[config.mk]
export PLATFORM = sky130hd
export DESIGN_NAME = state_trace_monitor
export DESIGN_NICKNAME = d
export VERILOG_FILES = /design/src/rtl/state_trace_pkg.sv /design/src/rtl/event_fifo.sv /design/src/rtl/state_trace_monitor.sv
export SDC_FILE = /design/constraint.sdc
export NUM_CORES = 1
export LEC_CHECK = 0
export ABC_AREA = 1
export CORE_ASPECT_RATIO = 1.1
export CORE_MARGIN = 1
export CORE_UTILIZATION = 60
export CTS_BUF_LIST = sky130_fd_sc_hd__clkbuf_4
export DETAILED_ROUTE_END_ITERATION = 8
export PLACE_DENSITY = 0.87
export SLEW_MARGIN = 20
export SYNTH_ARGS = -nofsm -noshare
export SYNTH_HDL_FRONTEND = slang
export SYNTH_SLANG_ARGS = --single-unit
[constraint.sdc]
create_clock -name clock -period 2.71 [get_ports clock]
set_input_delay 0.6775 -clock clock [delete_from_list [all_inputs] [get_ports clock]]
set_output_delay 0.6775 -clock clock [all_outputs]
set_load 0.05 [all_outputs]
[src/rtl/state_trace_pkg.sv]
// Shared definitions for the state trace monitor: state codes, the legal
// transition set and the bit layout of a trace event.
package state_trace_pkg;

    localparam logic [1:0] S0 = 2'b00;
    localparam logic [1:0] S1 = 2'b01;
    localparam logic [1:0] S2 = 2'b10;
    localparam logic [1:0] S3 = 2'b11;

    // Event layout, MSB first: {old_state, new_state, dwell}
    localparam int DWELL_LSB = 0;

    function automatic int new_state_lsb(input int cnt_w);
        return cnt_w;
    endfunction

    function automatic int old_state_lsb(input int cnt_w);
        return cnt_w + 2;
    endfunction

    function automatic logic is_legal(input logic [1:0] from_s, input logic [1:0] to_s);
        logic ok;
        case ({from_s, to_s})
            {S0, S1},
            {S1, S2},
            {S1, S3},
            {S2, S3},
            {S3, S0}: ok = 1'b1;
            default:  ok = 1'b0;
        endcase
        return ok;
    endfunction

endpackage

[src/rtl/event_fifo.sv]
// Synchronous show-ahead FIFO. The head entry is presented whenever the FIFO
// is non-empty; a push while full is accepted only if a pop frees a slot on
// the same edge.
module event_fifo #(
    parameter int WIDTH = 12,
    parameter int DEPTH = 8
) (
    input  logic                       clock,
    input  logic                       reset,
    input  logic                       push,
    input  logic [WIDTH-1:0]           push_data,
    input  logic                       pop,
    output logic                       head_valid,
    output logic [WIDTH-1:0]           head_data,
    output logic [$clog2(DEPTH):0]     level
);
    import state_trace_pkg::*;

    localparam int PTR_W = $clog2(DEPTH);
    localparam int LVL_W = PTR_W + 1;

    logic [WIDTH-1:0] mem [DEPTH];
    logic [PTR_W-1:0] wr_ptr;
    logic [PTR_W-1:0] rd_ptr;
    logic             is_full;
    logic             do_pop;
    logic             do_push;

    assign head_valid = (level != '0);
    assign is_full    = (level == LVL_W'(DEPTH));
    assign do_pop     = pop && head_valid;
    assign do_push    = push && (!is_full || do_pop);
    // Gate the head so the output reads zero while empty or in reset.
    assign head_data  = head_valid ? mem[rd_ptr] : '0;

    // Storage array; contents are don't-care until written.
    always_ff @(posedge clock) begin
        if (do_push) begin
            mem[wr_ptr] <= push_data;
        end
    end

    // Pointers wrap naturally since DEPTH is a power of two.
    always_ff @(posedge clock or negedge reset) begin
        if (!reset) begin
            wr_ptr <= '0;
            rd_ptr <= '0;
            level  <= '0;
        end else begin
            if (do_push) begin
                wr_ptr <= wr_ptr + PTR_W'(1);
            end
            if (do_pop) begin
                rd_ptr <= rd_ptr + PTR_W'(1);
            end
            case ({do_push, do_pop})
                2'b10:   level <= level + LVL_W'(1);
                2'b01:   level <= level - LVL_W'(1);
                default: level <= level;
            endcase
        end
    end

endmodule

[src/rtl/state_trace_monitor.sv]
// Watches the state code of an upstream Moore FSM, measures how many enabled
// samples each state lasted, and queues one event per state change. Sticky
// flags record dropped events and transitions outside the legal set.
module state_trace_monitor #(
    parameter int DEPTH = 8,
    parameter int CNT_W = 8
) (
    input  logic                       clock,
    input  logic                       reset,
    input  logic [1:0]                 state_in,
    input  logic                       enable,
    input  logic                       rd_ready,
    input  logic                       clr_flags,
    output logic                       rd_valid,
    output logic [4+CNT_W-1:0]         rd_data,
    output logic [$clog2(DEPTH):0]     level,
    output logic                       overflow,
    output logic                       illegal
);
    import state_trace_pkg::*;

    localparam int LVL_W   = $clog2(DEPTH) + 1;
    localparam int EV_W    = 4 + CNT_W;
    localparam int OLD_LSB = old_state_lsb(CNT_W);
    localparam int NEW_LSB = new_state_lsb(CNT_W);
    localparam logic [CNT_W-1:0] DWELL_MAX = '1;

    logic [1:0]       last_state;
    logic [CNT_W-1:0] dwell;
    logic [CNT_W-1:0] dwell_inc;
    logic             ev_push;
    logic [EV_W-1:0]  ev_data;
    logic             fifo_full;
    logic             pop;
    logic             ovf_set;
    logic             ill_set;

    assign dwell_inc = (dwell == DWELL_MAX) ? dwell : dwell + CNT_W'(1);
    assign ev_push   = enable && (state_in != last_state);
    assign pop       = rd_valid && rd_ready;
    assign fifo_full = (level == LVL_W'(DEPTH));
    assign ovf_set   = ev_push && fifo_full && !pop;
    assign ill_set   = ev_push && !is_legal(last_state, state_in);

    // Pack the outgoing event; the dwell includes the sample that ended the state.
    always_comb begin
        ev_data = '0;
        ev_data[OLD_LSB +: 2]       = last_state;
        ev_data[NEW_LSB +: 2]       = state_in;
        ev_data[DWELL_LSB +: CNT_W] = dwell_inc;
    end

    // Edge detect and dwell counter, frozen while enable is low.
    always_ff @(posedge clock or negedge reset) begin
        if (!reset) begin
            last_state <= S0;
            dwell      <= '0;
        end else if (enable) begin
            if (state_in == last_state) begin
                dwell <= dwell_inc;
            end else begin
                last_state <= state_in;
                dwell      <= CNT_W'(1);
            end
        end
    end

    // Sticky flags; a new set condition beats a simultaneous clear.
    always_ff @(posedge clock or negedge reset) begin
        if (!reset) begin
            overflow <= 1'b0;
            illegal  <= 1'b0;
        end else begin
            if (ovf_set) begin
                overflow <= 1'b1;
            end else if (clr_flags) begin
                overflow <= 1'b0;
            end
            if (ill_set) begin
                illegal <= 1'b1;
            end else if (clr_flags) begin
                illegal <= 1'b0;
            end
        end
    end

    event_fifo #(
        .WIDTH (EV_W),
        .DEPTH (DEPTH)
    ) u_event_fifo (
        .clock      (clock),
        .reset      (reset),
        .push       (ev_push),
        .push_data  (ev_data),
        .pop        (pop),
        .head_valid (rd_valid),
        .head_data  (rd_data),
        .level      (level)
    );

endmodule

# == Yosys cells after proc, flatten, opt, wreduce, memory -nomap -nowiden ==
# Memory sizes are Yosys's and may differ from the RTL's.
# Index checks and enable logic that the tools add are counted.
# op_classes
n_addsub,5
mul,0
div,0
magnitude_cmp,0
n_eq_ne,11
shift,0
muxes,10
n_bitwise,1
reduce_logical,17
# op_table
operator,count
8-bit two-way mux,2
"4-bit == test, second input constant",3
12-bit two-way mux,1
"8-bit by 1-bit adder with 8-bit output, second input constant",1
"4-bit by 3-bit == test with 1-bit output, second input constant",2
"8-bit == test, second input constant",1
4-bit one-hot mux with 2 select lines,1
1-bit logical AND,7
"3-bit by 1-bit adder with 3-bit output, second input constant",2
1-bit two-way mux,6
2-bit nonzero test,3
5-bit OR reduction,1
"4-bit by 1-bit adder with 4-bit output, second input constant",1
"4-bit by 1-bit == test with 1-bit output, second input constant",1
4-bit nonzero test,1
"4-bit by 1-bit subtractor with 4-bit output, second input constant",1
1-bit zero test,3
"2-bit by 1-bit == test with 1-bit output, second input constant",1
2-bit == test,1
"2-bit == test, second input constant",1
2-bit inequality test,1
2-bit AND reduction,1
1-bit logical OR,1
1-bit NOT,1
# word_totals
reg_bits,22
latch_bits,0
ram_bits,96
romBits,0
elab_cells,52
mem_count,1
# memory_table
memory,words,width,rd,rd_ports_with_merged_regs,write_ports,line,rtl
u_event_fifo.mem,8,12,1,0,1,event_fifo.sv:22,logic [WIDTH-1:0] mem [DEPTH];

# == Longest topological paths before layout ==
# Gate-level depths: netlist of run 1.
# depth
word_depth,7
ltp_mapped,15
ltp_nobuf,15

# == By module ==
# From an unflattened synthesis of run 1, not the netlist that was laid out.
# unflattened
cells_unflattened,492
area_unflattened_um2,5210.0
# modules_own_cells
module,instances,cells_each,area_per_inst_um2
event_fifo,1,375,4433.0
state_trace_monitor,1,117,777.0

# == Worst setup path after synthesis of run 1 ==
# OpenSTA, ideal clock, no wires.
# synth_timing
path_type,register to output
start,register u_event_fifo.level[0]
end,output port rd_data[0]
arrival_time_ns,2.077
slack_ns,-0.044
stages_incl_launch_ff,6
path_buffers,1
cell_sequence,dfrtp_1 > inv_1 > nand3_1 > buf_2 > nand2_1 > nor2_1
# synth_between
elab_chain_len,2
# synth_lines
item,line,rtl
from (decl),event_fifo.sv:15,output logic [$clog2(DEPTH):0] level
from (signal assigned),event_fifo.sv:57,2'b10: level <= level + LVL_W'(1);
from (signal assigned),event_fifo.sv:58,2'b01: level <= level - LVL_W'(1);
from (signal assigned),event_fifo.sv:59,default: level <= level;
4-bit nonzero test,event_fifo.sv:29,assign head_valid = (level != '0);
net rd_valid,state_trace_monitor.sv:14,"output logic rd_valid,"
12-bit two-way mux,event_fifo.sv:34,assign head_data = head_valid ? mem[rd_ptr] : '0;
to (decl),state_trace_monitor.sv:15,"output logic [4+CNT_W-1:0] rd_data,"
# The timed path passes the listed nets, and every way through them passes these cells.

# == Worst setup path in the final report of run 1 ==
# layout_timing
start,register u_event_fifo.rd_ptr[0]
end,output port rd_data[11]
# layout_between
elab_chain_len,2
# layout_lines
item,line,rtl
from (decl),event_fifo.sv:24,logic [PTR_W-1:0] rd_ptr;
from (signal assigned),event_fifo.sv:54,rd_ptr <= rd_ptr + PTR_W'(1);
memory 8 x 12 bit,--,
12-bit two-way mux,event_fifo.sv:34,
# No other way between the ends.

==> impl_metrics.ini, run 1 <==
[grt]
grt_max_degree = 29
antenna_found_initial = 0
grt-ovfl-total = 0
grt_pass1_wl_um = 18750
grt_pass1_vias = 3982
track_usage_pct = 27.85

[critical_path]
critPathLaunchType = flip-flop
cp_max_fo = 16
rrSetupSlack_ns = 0.56
critPathRequiredTime_ns = 2.03
end_kind = output port
arrival_ns = 1.94
crit_type = flip-flop to output port

[synth]
synth_flop_cell = edfxtp_1
yosysTopAreaCellShare_pct = 55.48
syn_inst = 520
synth_area_leaders = edfxtp_1 (55%), dfrtp_1 (11%), nor2_1 (10%), nand2_1 (7.2%), o21ai_1 (3.2%)
synthArstFlopShare_pct = 18.64
ys_types = 25
synth_area_per_cell_um2 = 9.993
syn-num-nets = 533
yosys.area_share.adder_pct = 1.445
syn_area_um2 = 5196
synth_top_family_by_area = simple AND/OR/NAND/NOR gates
synth-simple-area-share_pct = 21.12
seq_area_frac_synth_pct = 66.07
ys_ff_latch = 118
ys_warn_count = 0
synth_compound_area_share_pct = 6.212
synth_edf_count = 96
muxShareOfSynthArea_pct = 0
synth_top_area_cell = edfxtp_1
synth_xor_area_share_pct = 0.8428

[route]
wl_per_cell_um = 17.32
viasPerCell = 5.768
dr_total_vias = 4009
drc = 0
drt_wl_total_um = 12040
ant_nets = 0
first_pass_iters = 5
drt-initial-drc-count = 345

[cts]
clk_pin_slew_ns = 0.11
cts.htree.levels = 4
clock_latency_ns = 0.49
numClockSinks = 118
cts_root_buf = clkbuf_4
clock_path_buffers = 2
cts_buffers = 17
cts_tree = built
cts_hold_buf = 0

[die]
core_um2 = 8408
start_util_pct = 61.80
io_pins = 26
die_y_um = 99.61
rows = 35
dieWidth_um = 90.73
fp.dieArea_um2 = 9037

[timing]
clock_skew_ns = 0.01493
max_freq_mhz = 382.6
timing.slew.headroom_pct = 54.18
min_period_ns = 2.614
finalCritPeriodShare_pct = 96.46
hold_ws_ns = 0.5115
final_hold_viol_count = 0
slew_violations = 0
rsz0062_at_grt = true
worst_slack_ns = 0.09600
worst_pin_slew_ns = 0.6827
setup_viol = 0

[pwr]
switchingPower_mw = 3.135
p_clk_share_pct = 20.7
seqPwrFrac_pct = 32.8
switching_share_pct = 43.04
p_per_area_nw_per_um2 = 1185
p_int_mw = 4.149
ir_drop_mv = 0.7392
leakage_nw = 2.516
combPwrFrac_pct = 46.5

[layout]
most-common-layout-cells = nor2_1 (129), nand2_1 (100), edfxtp_1 (96), o21ai_1 (34), buf_4 (29)
final_common_cell = nor2_1
antenna_cells = 0
syn_to_final_growth_pct = 18.28
fin_nets = 584
drive_above_1_share_pct = 16.78
stdcell_count = 695
nFillCells = 581
final_cell_area_um2 = 6146

[run_status]
run_status = finished, final reports clean

[place]
place.gp.congestion = 0.9694
dpl_cell_area_um2 = 5715
place_ws_ns = -0.08855
hpwl_um = 7703
numPortBuffers = 25
placedCellCount = 663

[run]
cap_violations = 0

[min_path]
hp-class = flip-flop to flip-flop
## power by group through the flow
stage                     clock network [mW]  logic [mW]  registers, mW
after detailed placement                   0        3.18           2.40
after floorplan                            0        2.20           2.46
after CTS                               1.52        3.22           2.37
final                                   1.51        3.39           2.39
after global placement                     0        3.06           2.38
after global routing                    1.60        3.64           2.40
## cells in the mapped netlist, drive strengths merged, types with 3 or more instances
library cell	count
buf	12
dfrtp	22
nor3	5
nand2	102
nand4	3
o21ai	59
inv	31
nor2	143
edfxtp	96
xor2	3
clkbuf	8
nand3	23
ha	6
## metrics by stage
step	utilization, %	total power [mW]	TNS (ns)
floorplan	-	4.665	0
finish	73.10	7.284	0
CTS	72.35	7.119	0
global placement	67.98	5.448	0
global route	73.10	7.643	-0.1271
detailed placement	67.98	5.585	-0.08855
## layout make-up
class	instances	area (µm²)	share of cell area (%)
multi-input cells	351	1592	25.90
clock inverters	15	226.5	3.685
flip-flops and latches	118	3435	55.88
repair buffers	52	505.5	8.225
clock buffers	17	127.6	2.077
well taps	111	138.9	2.260
inverters	31	121.4	1.975
## logic make-up after synthesis
group / Yosys count
AO/OA/AOI/OAI: 63
buffers and inverters: 51
AND/OR/NAND/NOR: 277
adder cells (fa/ha/maj): 6
XOR/XNOR: 5
flip-flops: 118
## registers in the layout (all words and copies together), names as in the netlist
| name | cells |
|---|---|
| u_event_fifo.mem | 96 |
| overflow | 1 |
| u_event_fifo.wr_ptr | 3 |
| illegal | 1 |
| u_event_fifo.level | 4 |
| dwell | 8 |
| u_event_fifo.rd_ptr | 3 |
| last_state | 2 |
## worst paths after layout
path,start,end,cells past startpoint
setup / recovery,u_event_fifo.rd_ptr[0],rd_data[11],7
hold / removal,illegal,illegal,2
setup reg to reg,last_state[0],u_event_fifo.level[2],13
hold reg to reg,illegal,illegal,2
max in group asynchronous,reset,u_event_fifo.rd_ptr[0],2
min in group asynchronous,reset,u_event_fifo.level[3],2
## critical path, cell delays in order, from the launching register on
cell     delay [ns]
dfrtp_2        0.48
inv_4          0.16
buf_6          0.19
o21ai_0        0.13
nand3_1        0.11
nand2_1        0.07
nor2_2         0.12
buf_6          0.17
## what timing repair did
item / 4_1_cts / 5_1_grt
gates resized for setup: 4 / 19
setup endpoints to repair: 5 / 12
buffers inserted: 0 / 0
## per-layer routing
layer / GRT usage [%] / wire, µm
met3: 5.887 / 888
met5: 0 / 0
met1: 31.37 / 4496
met2: 50.99 / 6365
met4: 12.16 / 287
(Power assumes the default switching activity.)
==> run 2, diff against run 1 <==
--- a/config.mk
+++ b/config.mk
@@ -6,10 +6,12 @@
 export NUM_CORES = 1
 export LEC_CHECK = 0
 export ABC_AREA = 1
+export CAP_MARGIN = 20
 export CORE_ASPECT_RATIO = 1.1
 export CORE_MARGIN = 1
 export CORE_UTILIZATION = 60
 export CTS_BUF_LIST = sky130_fd_sc_hd__clkbuf_4
+export CTS_CLUSTER_DIAMETER = 30
 export DETAILED_ROUTE_END_ITERATION = 8
 export PLACE_DENSITY = 0.87
 export SLEW_MARGIN = 20
==> results of run 2 <==
The final DEF is identical to that of run 1; final timing and power are the same.
